File: config.mk
export PLATFORM = sky130hd
export DESIGN_NAME = uart_sample_assembler
export DESIGN_NICKNAME = d
export VERILOG_FILES = /design/src/rtl/uart_sample_assembler.sv
export SDC_FILE = /design/constraint.sdc
export NUM_CORES = 1
export LEC_CHECK = 0
export CAP_MARGIN = 20
export CORE_UTILIZATION = 54
export DETAILED_ROUTE_END_ITERATION = 7
export PLACE_DENSITY = 0.76
export SETUP_SLACK_MARGIN = 0.2
export SYNTH_ARGS = -nofsm -noshare
export SYNTH_HDL_FRONTEND = slang
export SYNTH_SLANG_ARGS = --single-unit
File: constraint.sdc
create_clock -name clk -period 2.5 [get_ports clk]
set_input_delay 0.375 -clock clk [delete_from_list [all_inputs] [get_ports clk]]
set_output_delay 0.375 -clock clk [all_outputs]
set_load 0.02 [all_outputs]
File: src/rtl/uart_sample_assembler.sv
// -----------------------------------------------------------------------------
// uart_sample_assembler
//
// Receives a UART byte stream (8N1, LSB first, idle high) and packs pairs of
// bytes into signed 16-bit samples for an N-point FFT frame. The first valid
// byte of a pair is the low byte, and the second is the high byte. Each
// assembled sample is sign-extended to bit_width bits and presented with a
// one-cycle strobe and its index within the current frame.
//
// Parameters
//   CLKS_PER_BIT : clk cycles per UART bit (434 = 50 MHz / 115200 baud)
//   N            : samples per frame (power of two, 4..4096)
//   bit_width    : width of sample_out (>= 16)
//
// Ports
//   clk          : system clock, rising edge
//   rst_n        : asynchronous active-low reset
//   data_in      : asynchronous UART serial line
//   sample_out   : signed sample, sign-extended from 16 bits, held between strobes
//   sample_valid : one-cycle strobe qualifying sample_out / sample_idx
//   sample_idx   : position of the sample within the frame, held between strobes
//   frame_done   : one-cycle strobe together with the last sample of a frame
//   frame_err    : one-cycle strobe when a stop bit is sampled low
// -----------------------------------------------------------------------------
module uart_sample_assembler #(
  parameter int CLKS_PER_BIT = 434,
  parameter int N            = 256,
  parameter int bit_width    = 26
) (
  input  logic                        clk,
  input  logic                        rst_n,
  input  logic                        data_in,
  output logic signed [bit_width-1:0] sample_out,
  output logic                        sample_valid,
  output logic [$clog2(N)-1:0]        sample_idx,
  output logic                        frame_done,
  output logic                        frame_err
);

  localparam int IDX_W  = $clog2(N);
  localparam int BAUD_W = (CLKS_PER_BIT > 2) ? $clog2(CLKS_PER_BIT) : 1;

  // Terminal counts: START waits half a bit to land on the middle of the
  // start bit; every later sample is one full bit after the previous one.
  localparam logic [BAUD_W-1:0] BAUD_LAST = BAUD_W'(CLKS_PER_BIT - 1);
  localparam logic [BAUD_W-1:0] HALF_LAST = BAUD_W'(CLKS_PER_BIT / 2 - 1);
  localparam logic [IDX_W-1:0]  IDX_LAST  = IDX_W'(N - 1);

  typedef enum logic [1:0] {
    IDLE,
    START,
    DATA,
    STOP
  } state_t;

  state_t              state;
  logic                sync1;
  logic                sync2;
  logic                rx;
  logic [BAUD_W-1:0]   baud_cnt;
  logic [2:0]          bit_cnt;
  logic [7:0]          shift_reg;
  logic [7:0]          lo_byte;
  logic                hi_phase;
  logic                break_wait;
  logic [IDX_W-1:0]    frame_cnt;
  logic signed [15:0]  word;

  // Two-flop synchronizer. The flops reset to the idle (high) line level so
  // that reset release is never mistaken for a start bit.
  always_ff @(posedge clk or negedge rst_n) begin
    if (!rst_n) begin
      sync1 <= 1'b1;
      sync2 <= 1'b1;
    end else begin
      sync1 <= data_in;
      sync2 <= sync1;
    end
  end

  assign rx = sync2;

  // The high byte is still in the shift register when the stop bit is
  // accepted, so the full word is formed directly from it.
  assign word = {shift_reg, lo_byte};

  // RX state machine and sample assembler. Both live in one block so that the
  // sample strobe comes out in the cycle right after the stop-bit sample.
  // break_wait blocks re-arming after a framing error until the line has
  // been seen high again, so a held-low (break) line is not read as data.
  always_ff @(posedge clk or negedge rst_n) begin
    if (!rst_n) begin
      state        <= IDLE;
      baud_cnt     <= '0;
      bit_cnt      <= '0;
      shift_reg    <= '0;
      lo_byte      <= '0;
      hi_phase     <= 1'b0;
      break_wait   <= 1'b0;
      frame_cnt    <= '0;
      sample_out   <= '0;
      sample_idx   <= '0;
      sample_valid <= 1'b0;
      frame_done   <= 1'b0;
      frame_err    <= 1'b0;
    end else begin
      sample_valid <= 1'b0;
      frame_done   <= 1'b0;
      frame_err    <= 1'b0;

      case (state)
        IDLE: begin
          baud_cnt <= '0;
          bit_cnt  <= '0;
          if (break_wait) begin
            if (rx) begin
              break_wait <= 1'b0;
            end
          end else if (!rx) begin
            state <= START;
          end
        end

        START: begin
          if (baud_cnt == HALF_LAST) begin
            baud_cnt <= '0;
            // A line that is high again at mid start bit was only a glitch.
            state    <= rx ? IDLE : DATA;
          end else begin
            baud_cnt <= baud_cnt + 1'b1;
          end
        end

        DATA: begin
          if (baud_cnt == BAUD_LAST) begin
            baud_cnt  <= '0;
            shift_reg <= {rx, shift_reg[7:1]};
            bit_cnt   <= bit_cnt + 3'd1;
            if (bit_cnt == 3'd7) begin
              state <= STOP;
            end
          end else begin
            baud_cnt <= baud_cnt + 1'b1;
          end
        end

        STOP: begin
          if (baud_cnt == BAUD_LAST) begin
            baud_cnt <= '0;
            state    <= IDLE;
            if (!rx) begin
              // Bad stop bit: drop the byte and realign to a low byte.
              frame_err  <= 1'b1;
              break_wait <= 1'b1;
              hi_phase   <= 1'b0;
            end else if (!hi_phase) begin
              lo_byte  <= shift_reg;
              hi_phase <= 1'b1;
            end else begin
              hi_phase     <= 1'b0;
              sample_out   <= bit_width'(word);
              sample_idx   <= frame_cnt;
              sample_valid <= 1'b1;
              if (frame_cnt == IDX_LAST) begin
                frame_done <= 1'b1;
                frame_cnt  <= '0;
              end else begin
                frame_cnt <= frame_cnt + 1'b1;
              end
            end
          end else begin
            baud_cnt <= baud_cnt + 1'b1;
          end
        end

        default: begin
          state <= IDLE;
        end
      endcase
    end
  end

endmodule

Word level (Yosys, flattened, before mapping). Index checks and enable logic that the tools add are counted.

Add/subtract/negate cells: 3. $mul: 0. Div/mod/pow operators: 0. Magnitude comparators: 0. Equality and inequality tests: 14. Shift operators: 0. Multiplexer cells: 32. Bitwise logic cells: 1. Reductions and logical operators: 11.

Operator list (count): $pmux 9 s3 (1); $mux 9 (2); $mux 1 (17); $mux 2 (7); $ne 2x2->1 const B (7); $add 9x1->9 const B (1); $eq 9x8->1 const B (1); $eq 9x9->1 const B (1); $add 8x1->8 const B (1); $eq 8x8->1 const B (1); $mux 8 (1); $pmux 2 s4 (1); $reduce_and 4->1 (2); $pmux 3 s2 (1); $reduce_and 2->1 (3); $reduce_and 6->1 (1); $eq 2x2->1 const B (2); $reduce_bool 2->1 (2); $add 3x1->3 const B (1); $eq 3x3->1 const B (1); $mux 3 (1); $reduce_and 3->1 (1); $eq 2x1->1 const B (1); $logic_not 2->1 (1); other kinds (3) (3).

Register bits after elaboration: 69. Latch bits: 0. Bits in writable memories: 0. Memory bits (read-only): 0. Input port bits: 3. Word-level logic and storage cells: 76. Memories: 0.

Depth between registers and ports, before layout.
Depth in word-level cells: 6. Depth in mapped cells: 7.

Worst setup path before layout. Ideal clock, no wire load.

Path type: reg2reg. Start: reg baud_cnt[1]. End: reg lo_byte[0]. Library setup time: 125 ps. Arrival time: 1961 ps. Setup slack: 414 ps. Stages on the path, launching flop included: 7. Cells stage by stage: dfrtp_1 > inv_1 > ha_1 > nand4b_1 > or3_4 > nor4_4 > mux2_2.

Cells in the longest elaborated chain, start to end: 2.

RTL lines: start, declared (RTL line 60) `logic [BAUD_W-1:0] baud_cnt;`; start signal, assigned (RTL line 130) `baud_cnt <= baud_cnt + 1'b1;`; start signal, assigned (RTL line 143) `baud_cnt <= baud_cnt + 1'b1;`; start signal, assigned (RTL line 172) `baud_cnt <= baud_cnt + 1'b1;`; $eq 9x9->1 (RTL line 148) `if (baud_cnt == BAUD_LAST) begin`; $reduce_and 4->1 (no source line); end signal, assigned (RTL line 157) `lo_byte <= shift_reg;`; end, declared (RTL line 63) `logic [7:0] lo_byte;`.

Every way passes these cells. A chain may end at the register's enable or synchronous reset.

Final worst setup path.
Start: reg baud_cnt[1]. End: reg shift_reg[6].

Cells in the longest elaborated chain, start to end: 2.

RTL lines: $eq 9x9->1 (RTL line 135) `if (baud_cnt == BAUD_LAST) begin`; $reduce_and 2->1 (no source line); end signal, assigned (RTL line 137) `shift_reg <= {rx, shift_reg[7:1]};`; end, declared (RTL line 62) `logic [7:0] shift_reg;`.

Every way passes these cells.

==> metrics <==
starting DRC count in detailed routing=between 70 and 80; die outline area=5860 µm²; most common cell in the synthesized netlist=dfrtp_1; top flop regs=sample_out: 16 flops, baud_cnt: 9 flops; Worst slew margin=54.7%; Tmin final=between 2 and 2.5 ns; WL final=~4.8 mm; final net count=282; Fin. Hold Viols=0; Yosys warnings=0; CTS sink cnt=69; sequential fraction of design power=a little over half; Rows=26; via count=1885; Least-Margin Pin Slew=~0.67 ns; PortBufs=39; total gr overflow=0; vias per cell=roughly 5.4; Skew-Pair Late Insertion Delay=0.33 ns; Yosys reg bits=69; Worst EP arrival=~2.4 ns; worst-path fanout max=8; Antenna Cells=0; Routed Antenna Nets=0; Leak=1.74 nW; ys flop type=dfrtp_1; clock share of power=a little under half; status=finished clean; sw frac=roughly 20%; Layout fillers=around 370; post-layout util=between 60% and 70%; Yosys top cell by area=dfrtp_1; P_int=between 1.5 and 2 mW; Reg with most FFs=sample_out; Final Cycle Share=between 80% and 90%; crit path kind=reg2reg; Total Power=around 2.1 mW; RSZ-0062 raised after global routing=false; placed cells=approximately 330; first-pass GRT wire length=8.45 mm; Post-Syn Area=3000 µm²; Setup Skew=approximately 0.008 ns; Slew Viols, Final=0; Area contributors post-synth=dfrtp_1, mux2_2, buf_4; Post-synth top cells=dfrtp_1, mux2_2, nand2_1; Die Y=76.6 µm; Finished Layout Cells=roughly 350; Seq/Total Area, Yosys=between 50% and 60%; 1st-pass router iterations=4; H-tree Lvls=3; Initial Utilization=between 50% and 60%; post-synth top area share=55.9%; Die X-Extent=between 70 and 80 µm; Clock Tree Root=clkbuf_8; combinational power share=1.3%; Total GRT Usage=about a fifth; Resized cells post-CTS=0; final setup TNS=0 ns; Pwr per Cell Area=588 nW/µm²; Hold Buf Count CTS=0; CORE AREA=approximately 5200 µm²; switching power=between 0.4 and 0.5 mW; Reg clk slew, reported paths=0.07 ns; initial antenna violation count=0; # setup viols final=0; max FFs per register=16; CP required=2.72 ns; CTS max path bufs=2; total clock buffers created by CTS=9; Max Clock Freq=roughly 460 MHz; Worst Setup Start Kind=register; max cap viols=0; IO Pins=40; largest net degree at the start of global routing=46; share of cells above drive strength 1=24.8%; Remaining DRCs=0; ys async rst share=between 90% and 100%; EDFF count, synth=0; Syn-to-layout area delta=21.1%; TritonCTS clock tree=yes; Synth Instances=between 200 and 250; Hold Path Class=in2async; Yosys cell types=37; Worst setup EP type=register; vias in the first global route=~1800; GPL Wtd Cong=0.777; Post-DP HPWL=between 3 and 4 mm; Post-CTS Setup Repair Bufs=0; Routed WL per cell=roughly 14 µm; Worst VDD drop=roughly 440 µV; post-synth net total=between 200 and 250; syn avg cell area=roughly 13 µm²
-- metrics by stage --
| step | area, µm² | setup WS [ns] | hold slack [ns] |
|---|---|---|---|
| CTS | 3630 | 0.314 | 0.0469 |
| floorplan | 3000 | 0.414 | 0.0794 |
| global placement | 3410 | 0.388 | 0.346 |
| global route | 3630 | 0.219 | 0.0788 |
| detailed placement | 3410 | 0.328 | 0.349 |
| finish | 3630 | 0.311 | 0.0318 |
-- power groups by stage --
stage	registers, mW	clock network [mW]	logic [mW]
finish	1.12	0.990	0.0272
global route	1.12	1.06	0.0332
CTS	1.12	1.02	0.0295
detailed placement	1.14	0	0.0293
global placement	1.14	0	0.0290
floorplan	1.14	0	0.00119
-- per-layer routing --
layer,vias to the layer above,part of all wire [%],global-route usage [%]
li1,908,-,-
met1,929,47,25.6
met2,40,48,28.3
met3,8,3.6,4.31
met4,0,1.4,9.23
met5,-,0,0
-- worst paths after layout --
| kind | startpoint | to | slack [ns] | depth (start not counted) |
|---|---|---|---|---|
| max in group asynchronous | rst_n | sample_out[7] | 1.85 | 2 |
| setup reg to reg | baud_cnt[1] | shift_reg[6] | 0.31 | 6 |
| hold reg to reg | sync1 | rx | 0.35 | 0 |
| min in group clk | sync1 | rx | 0.35 | 0 |
| setup / recovery | baud_cnt[1] | shift_reg[6] | 0.31 | 6 |
| hold / removal | rst_n | baud_cnt[6] | 0.03 | 1 |
-- cells in the final DEF, fill, tap and decap left out, types with 3 or more instances in the layout --
cell	count
nand3_1	9
and3_1	4
ha_1	6
nand4_1	6
clkdlybuf4s50_1	38
buf_4	4
o21ai_0	9
inv_1	5
nor3_1	4
nand2_1	15
xnor2_1	3
clkbuf_8	10
nand4b_1	3
nor2_1	10
dfrtp_1	67
mux2_2	42
a21oi_1	3
xor2_1	7
-- cells by family (layout without fill, tap and decap cells) --
| family | Yosys count | after routing | share of synthesized area, % |
|---|---|---|---|
| flip-flops | 69 | 69 | 57.6 |
| AO/OA/AOI/OAI | 18 | 18 | 3.63 |
| XOR/XNOR | 10 | 10 | 2.92 |
| adder cells (fa/ha/maj) | 6 | 6 | 2.50 |
| AND/OR/NAND/NOR | 67 | 67 | 12.8 |
| buffers and inverters | 23 | 65 | 4.42 |
| multiplexers | 43 | 43 | 16.1 |
-- worst max-delay path, stage by stage, from the launching register on --
cell and delay, ns:
dfrtp_1 0.42, inv_1 0.10, ha_1 0.16, nand4b_1 0.15, or3_4 0.43, or3_1 0.49, mux2_2 0.34
-- area by class of cell --
| cell class | instances | area (µm²) | share of cell area, % |
|---|---|---|---|
| clock inverters | 6 | 86.3 | 2.38 |
| inverters | 5 | 18.8 | 0.516 |
| flip-flops and latches | 69 | 1730 | 47.6 |
| well taps | 70 | 87.6 | 2.41 |
| repair buffers | 44 | 435 | 12.0 |
| multi-input cells | 144 | 1140 | 31.4 |
| clock buffers | 10 | 138 | 3.79 |
No activity file was read; power rests on OpenSTA's default activity.
